## config.mk

```make
export PLATFORM = sky130hd
export DESIGN_NAME = tick_generator
export DESIGN_NICKNAME = d
export VERILOG_FILES = /design/src/rtl/tick_generator.sv
export SDC_FILE = /design/constraint.sdc
export NUM_CORES = 1
export LEC_CHECK = 0
export CORE_ASPECT_RATIO = 0.7
export CORE_MARGIN = 1.5
export CORE_UTILIZATION = 45
export CTS_BUF_LIST = sky130_fd_sc_hd__clkbuf_8 sky130_fd_sc_hd__clkbuf_16
export DETAILED_ROUTE_END_ITERATION = 16
export PLACE_DENSITY_LB_ADDON = 0.2
export SYNTH_ARGS = -nofsm -noshare
export SYNTH_HDL_FRONTEND = slang
export SYNTH_SLANG_ARGS = --single-unit
```

## constraint.sdc

```tcl
create_clock -name clk -period 2.17 [get_ports clk]
set_input_delay 0.3255 -clock clk [delete_from_list [all_inputs] [get_ports clk]]
set_output_delay 0.3255 -clock clk [all_outputs]
set_load 0.005 [all_outputs]
```

## src/rtl/tick_generator.sv

```systemverilog
// Programmable enable-pulse generator: a reloadable base prescaler feeding NUM_CH
// binary-cascaded tick channels, each with a square-wave blink output.
module tick_generator #(
    parameter int CNT_W          = 27,
    parameter int DEFAULT_PERIOD = 50_000_000,
    parameter int NUM_CH         = 4
) (
    input  logic              clk,
    input  logic              rst,
    input  logic              en,
    input  logic              clr,
    input  logic [CNT_W-1:0]  period_in,
    input  logic              period_wr,
    output logic [NUM_CH-1:0] tick,
    output logic [NUM_CH-1:0] blink,
    output logic [CNT_W-1:0]  count,
    output logic              period_err
);

    localparam logic [CNT_W-1:0] DEF_P = CNT_W'(DEFAULT_PERIOD);

    logic [CNT_W-1:0]  shadow;
    logic [CNT_W-1:0]  active;
    logic [NUM_CH-1:0] tick_cnt;
    logic [NUM_CH-1:0] fire;
    logic              reload;

    // Channel k fires when the low k bits of the pre-increment tick count are all ones.
    assign fire[0] = 1'b1;
    for (genvar k = 1; k < NUM_CH; k++) begin : g_fire
        assign fire[k] = &tick_cnt[k-1:0];
    end

    assign reload = (count == '0);

    always_ff @(posedge clk) begin
        if (rst) begin
            count      <= DEF_P - CNT_W'(1);
            shadow     <= DEF_P;
            active     <= DEF_P;
            tick       <= '0;
            blink      <= '0;
            tick_cnt   <= '0;
            period_err <= 1'b0;
        end else begin
            if (clr) begin
                count      <= shadow - CNT_W'(1);
                active     <= shadow;
                tick_cnt   <= '0;
                blink      <= '0;
                tick       <= '0;
                period_err <= 1'b0;
            end else if (en) begin
                if (!reload) begin
                    count <= count - CNT_W'(1);
                    tick  <= '0;
                end else begin
                    count    <= shadow - CNT_W'(1);
                    active   <= shadow;
                    tick     <= fire;
                    blink    <= blink ^ fire;
                    tick_cnt <= tick_cnt + NUM_CH'(1);
                end
            end else begin
                tick <= '0;
            end
            // Shadow writes land after this edge's reload/clr, so those use the old value;
            // a zero write setting the error flag overrides clr's clear.
            if (period_wr) begin
                if (period_in != '0) begin
                    shadow <= period_in;
                end else begin
                    period_err <= 1'b1;
                end
            end
        end
    end

    // The prescaler never exceeds the period it is currently counting out.
    a_count_in_period: assert property (@(posedge clk) disable iff (rst) count < active);

endmodule

```

==> reports/qor.csv, run 1 <==
metric,value,unit
Max Fclk,461.3,MHz
synthesis-stage register bit count,66,
Via density,5.836,
core area,7871,sq um
GPL Wtd Cong,0.9441,
Setup WS post-layout,0.002364,ns
CP startpoint kind,flop,
drt pass-1 iters,5,
largest net degree at the start of global routing,33,
CTS H-tree lvls,3,
Main synth FF type,dfxtp_1,
max_cap viols,0,
dpl cell area,4949,sq um
drt drc,0,
Area Growth Syn to Fin,47.24,%
RSZ-0062 raised after global routing,yes,
Least-Margin Pin Slew,0.6647,ns
Die Height,78.38,um
Comb pwr share,17.4,%
initial core utilization,46.40,%
Internal,2476,uW
CP max FO,7,
leading area contributor after synthesis,dfxtp_1,
Period minus WS final,2.168,ns
Final Hold Viols,0,
Netlist cell types,62,
vias in the first global route,3736,
port bufs,67,
register area share after synthesis,36.18,%
final clock skew,0.008218,ns
R2R Setup Slk,0.002,ns
die width,110.7,um
deepest clock path buffer count,2,
routed wire length,12450,um
Clock transition at path regs,0.06,ns
Syn Inst Count,439,
fin. max-slew vios,0,
Wirelength per Cell,18.18,um
IO Pins,68,
final non-filler cell total,685,
hold-fix buffers at CTS,0,
Total Routing Usage GR,28.34,%
global route total overflow,0,
CP endpoint kind,flop,
num rows,27,
nets,616,
pwr/cell area,632.3,nW/um^2
critical path class,reg2reg,
status,completed,
placed insts,664,
number of CTS-inserted buffers,9,
CP Data Required Time,2.41,ns
area fraction of the dominant cell type after synthesis,36.18,%
DIE AREA,8674,sq um
CTS tree,yes,
Synthesized Nets,476,
worst rel slew slack,55.52,%
dpl hpwl,9163,um
switching pwr,925.0,uW
pre-CTS setup slack,-0.1488,ns
async set or reset register ratio after synthesis,0,%
via count,3998,
# diodes,0,
worst vdd ir,0.3183,mV
clock tree root buffer cell,clkbuf_16,
Post-synth EDFFs,0,
Area contributors post-synth,"dfxtp_1, mux2i_1, nor2_1",
share of cells above drive strength 1,21.23,%
area of the mapped netlist,3652,sq um
Yosys warnings,0,
switching portion of total power,27.20,%
initial antenna violation count,0,
Mean Syn Cell Area,8.319,sq um
Critical Path AT,2.41,ns
Lkg Pwr,0.002037,uW
clock group share of total power,43.3,%
"Clk Latency, worst-skew pair",0.33,ns
"Core Util, Final",68.32,%
Tightest Hold Check Type,reg2reg,
Seq pwr share,39.3,%
# clock sinks,66,
fin crit share,99.89,%
first-pass GRT wire length,19340,um
final non-filler cell area,5378,sq um
Final Setup Violations,0,
DRT iter0 DRCs,321,
Post-DRT Antenna Nets,0,
cell usage in the layout (no fill, tap or decap), types with 6 or more instances in the layout:
cell type / netlist / routed
buf_4: 0 / 78
clkdlybuf4s50_1: 0 / 67
dfxtp_1: 66 / 66
nor2_1: 57 / 56
nand2_1: 46 / 46
mux2i_1: 28 / 28
nor3_1: 19 / 17
o21ai_0: 19 / 17
nand3_1: 16 / 16
xnor2_1: 18 / 16
nor4_1: 18 / 15
a21oi_1: 11 / 11
xor2_1: 11 / 10
nand4_1: 9 / 9
clkbuf_16: 0 / 9
or3_1: 7 / 7
inv_1: 6 / 6
o211ai_1: 6 / 6
a31oi_1: 6 / 6
routing by layer:
metal | track usage [%] | wire length (um) | vias up
met5 | 0 | 0 | -
met3 | 6.795 | 1233 | 22
met2 | 44.14 | 5402 | 217
li1 | - | - | 1911
met1 | 39.55 | 5606 | 1848
met4 | 7.179 | 207 | 0
critical path: stages (launching register included):
cell	delay, ns
dfxtp_1	0.32
nor4_1	0.49
nand4_1	0.27
buf_6	0.22
o21ai_4	0.17
buf_6	0.16
nand2_1	0.09
buf_4	0.16
o221ai_1	0.18
cells by family (layout without fill, tap and decap cells):
logic type,count (synthesis),in the layout,share of synthesized area (%)
buf+inv,27,172,3.563
flops,66,66,36.18
compound gates,84,84,16.24
simple gates,200,200,27.68
mux,28,28,7.674
xor+xnor,29,29,6.954
fa+ha+maj,5,5,1.713
synthesized netlist by cell type, drive strengths merged, types with 2 or more instances:
library cell  number
a211o              2
a211oi             5
a21oi             11
a221o              2
a22oi              5
a31oi              6
a32o               4
and3               4
buf                5
clkbuf            13
clkinv             2
dfxtp             66
ha                 5
inv                6
mux2i             28
nand2             46
nand2b             3
nand3             16
nand3b             4
nand4              9
nor2              58
nor3              21
nor3b              2
nor4              20
nor4b              2
o211ai             6
o21a               4
o21ai             20
o221ai             4
o32ai              2
o41ai              2
or2                2
or3                7
or4                4
xnor2             18
xor2              11
per-stage QoR:
step                      TNS [ns]  power [uW]  hold WS [ns]
after floorplan           -0.03885        1608        0.4506
after global placement     -0.5746        1910        0.4781
after detailed placement   -0.4834        1922        0.4914
after CTS                        0        3382        0.5051
after global routing       -0.3567        3529        0.5476
final                            0        3401        0.5061
cell type report:
type	count	area, sq um
Clock inverter	7	76.32
Inverter	8	30.03
Multi-Input combinational cell	346	2300
Tap cell	101	126.4
Clock buffer	9	225.2
Sequential cell	66	1321
Timing Repair Buffer	148	1299
Fill cell	646	2494
power groups by stage:
stage               clock network [uW]  logic (uW)  registers (uW)
global route                      1550         637            1340
finish                            1470         593            1340
CTS                               1480         569            1330
global placement                     0         556            1350
detailed placement                   0         564            1360
floorplan                            0         242            1370
sequential cells by signal (all words and copies together) (netlist names):
signal      flops
period_err      1
tick            4
tick_cnt        3
count          27
blink           4
shadow         27
path summary, 6_finish.rpt:
kind | start | endpoint | cells after the start
worst min-delay path | tick_cnt[1] | tick_cnt[1] | 2
worst max register to register | count[23] | count[15] | 8
worst max-delay path | count[23] | count[15] | 8
worst min register to register | tick_cnt[1] | tick_cnt[1] | 2
timing repair:
item | 4_1_cts | 5_1_grt
endpoints found under the hold margin | 0 | 0
cloned | 0 | 1
buffers inserted | 1 | 3
endpoints found under the setup margin | 4 | 21
resized for setup | 2 | 21
pin swaps | 4 | 7
Power figures use the tool's default switching activity.
==> inputs of run 2 (changes only) <==
==> constraint.sdc (replaced) <==
create_clock -name clk -period 1.75 [get_ports clk]
set_input_delay 0.2625 -clock clk [delete_from_list [all_inputs] [get_ports clk]]
set_output_delay 0.2625 -clock clk [all_outputs]
set_load 0.005 [all_outputs]
==> reports/qor.csv, run 2 (synthesis gave the netlist of run 1 again) <==
metric,value,unit,change
Final Setup Violations,39,,+39
worst vdd ir,0.7082,mV,+120%
RSZ-0062 raised after global routing,yes,,
Via density,6.478,,+11%
nets,715,,+16%
final clock skew,0.01362,ns,+0.005406 ns
share of cells above drive strength 1,45.16,%,+24 points
Final Power,4703,uW,+38%
status,"complete, but fails checks",,
deepest clock path buffer count,2,,unchanged
CP Data Required Time,2.01,ns,-0.40 ns
Period minus WS final,2.284,ns,+0.1159 ns
Die Height,78.38,um,unchanged
CP endpoint kind,flop,,
max_cap viols,0,,unchanged
worst r2r src,shadow[10],,
CTS tree,yes,,
Clock transition at path regs,0.07,ns,about the same
via count,5072,,+27%
failing checks,setup timing,,
CTS H-tree lvls,3,,unchanged
Final Hold Viols,0,,unchanged
Lkg Pwr,0.002996,uW,+47%
CP startpoint kind,flop,,
drt drc,0,,unchanged
Setup WS post-layout,-0.5336,ns,-0.5359 ns
"Clk Latency, worst-skew pair",0.35,ns,+0.02 ns
port bufs,67,,unchanged
worst rel slew slack,59.78,%,+4.3 points
DIE AREA,8674,sq um,unchanged
number of CTS-inserted buffers,9,,unchanged
Total Routing Usage GR,36.82,%,+8.5 points
Wirelength per Cell,24.33,um,+34%
# clock sinks,66,,unchanged
Least-Margin Pin Slew,0.5977,ns,-0.06696 ns
fin crit share,130.5,%,+31 points
first-pass GRT wire length,24810,um,+28%
CP startpoint,shadow[10],,
R2R Setup Slk,-0.53,ns,-0.54 ns
CP endpoint,count[23],,
"most common cell after layout, fill and taps aside",buf_4,,
GPL Wtd Cong,0.9485,,+0.47%
Area Growth Syn to Fin,89.89,%,
Max Fclk,437.9,MHz,-5.1%
global route total overflow,0,,unchanged
final non-filler cell total,783,,+14%
DRT iter0 DRCs,573,,+79%
"commonest cells after routing, fill and taps aside","buf_4, dfxtp_1, nor2_1, clkdlybuf4s50_1, nand2_1",,
Reg2Reg Capture Point,count[23],,
initial antenna violation count,0,,unchanged
drt pass-1 iters,8,,+3
clock tree root buffer cell,clkbuf_16,,
IO Pins,68,,unchanged
initial core utilization,46.40,%,unchanged
hold_ws,0.2997,ns,-0.2064 ns
routed wire length,19050,um,+53%
biggest regs,"count x27, shadow x27",,
num rows,27,,unchanged
Worst R2R Path Depth,6,,-2
placed insts,734,,+11%
critical path class,reg2reg,,
# diodes,0,,unchanged
CP max FO,6,,-1
vias in the first global route,4669,,+25%
Tightest Hold Check Type,in2reg,,
Post-DRT Antenna Nets,0,,unchanged
core area,7871,sq um,unchanged
die width,110.7,um,unchanged
largest net degree at the start of global routing,20,,-39%
Critical Path AT,2.55,ns,+0.14 ns
fin. max-slew vios,0,,unchanged
dpl hpwl,10380,um,+13%
pwr/cell area,678.1,nW/um^2,+7.2%
run 2: layout make-up:
type                    count  area [sq um]
fillers                   339         935.9
clock buffers              11         252.7
repair buffers            247          2250
well taps                 101         126.4
inverters                   8         32.53
flip-flops and latches     66          1334
clock inverters             4         45.04
multi-input cells         346          2895
run 2: per-layer routing:
layer  vias up  track usage (%)  part of all wire, %
met2       459            60.31                   45
met1      2345            45.97                   37
met4         0            15.64                  7.1
met3       156            10.04                   12
li1       2112                -                    -
met5         -                0                    0
run 2: power breakdown:
group	switching [uW]	internal, uW	leakage (uW)
registers	85.6	1580	0.000543
logic	579	574	0.00230
clock network	720	1160	0.000150
run 2: how the worst min path moves through the flow:
stage                        from          end  slack, ns  depth (start not counted)
finish               period_in[2]    shadow[2]       0.30                          3
CTS                  period_in[1]    shadow[1]       0.36                          3
detailed placement    tick_cnt[2]  tick_cnt[2]       0.49                          2
floorplan           period_in[12]   shadow[12]       0.39                          2
global placement      tick_cnt[2]  tick_cnt[2]       0.48                          2
global route         period_in[2]    shadow[2]       0.31                          3
run 2: timing repair:
action                     CTS  global route
setup endpoints to repair   64            66
gates cloned                 5             1
hold buffers                 0             0
setup buffers               23             7
pin swaps                   42            40
resized for setup           85            77
run 2: through the flow:
step / util [%] / TNS [ns] / setup slack, ns / area, sq um
floorplan: - / -5.885 / -0.4044 / 3835
detailed placement: 71.77 / -19.12 / -0.4365 / 5649
global placement: 71.77 / -15.61 / -0.3837 / 5649
global route: 88.11 / -12.67 / -0.5667 / 6935
CTS: 83.52 / -9.258 / -0.3817 / 6574
finish: 88.11 / -11.00 / -0.5336 / 6935
run 2: critical path, stage by stage, from the launching register on:
cell and delay (ns):
dfxtp_2 0.35, or4_4 0.55, or3b_4 0.42, or2_4 0.29
nand3b_1 0.20, xor2_1 0.18, a22oi_1 0.20
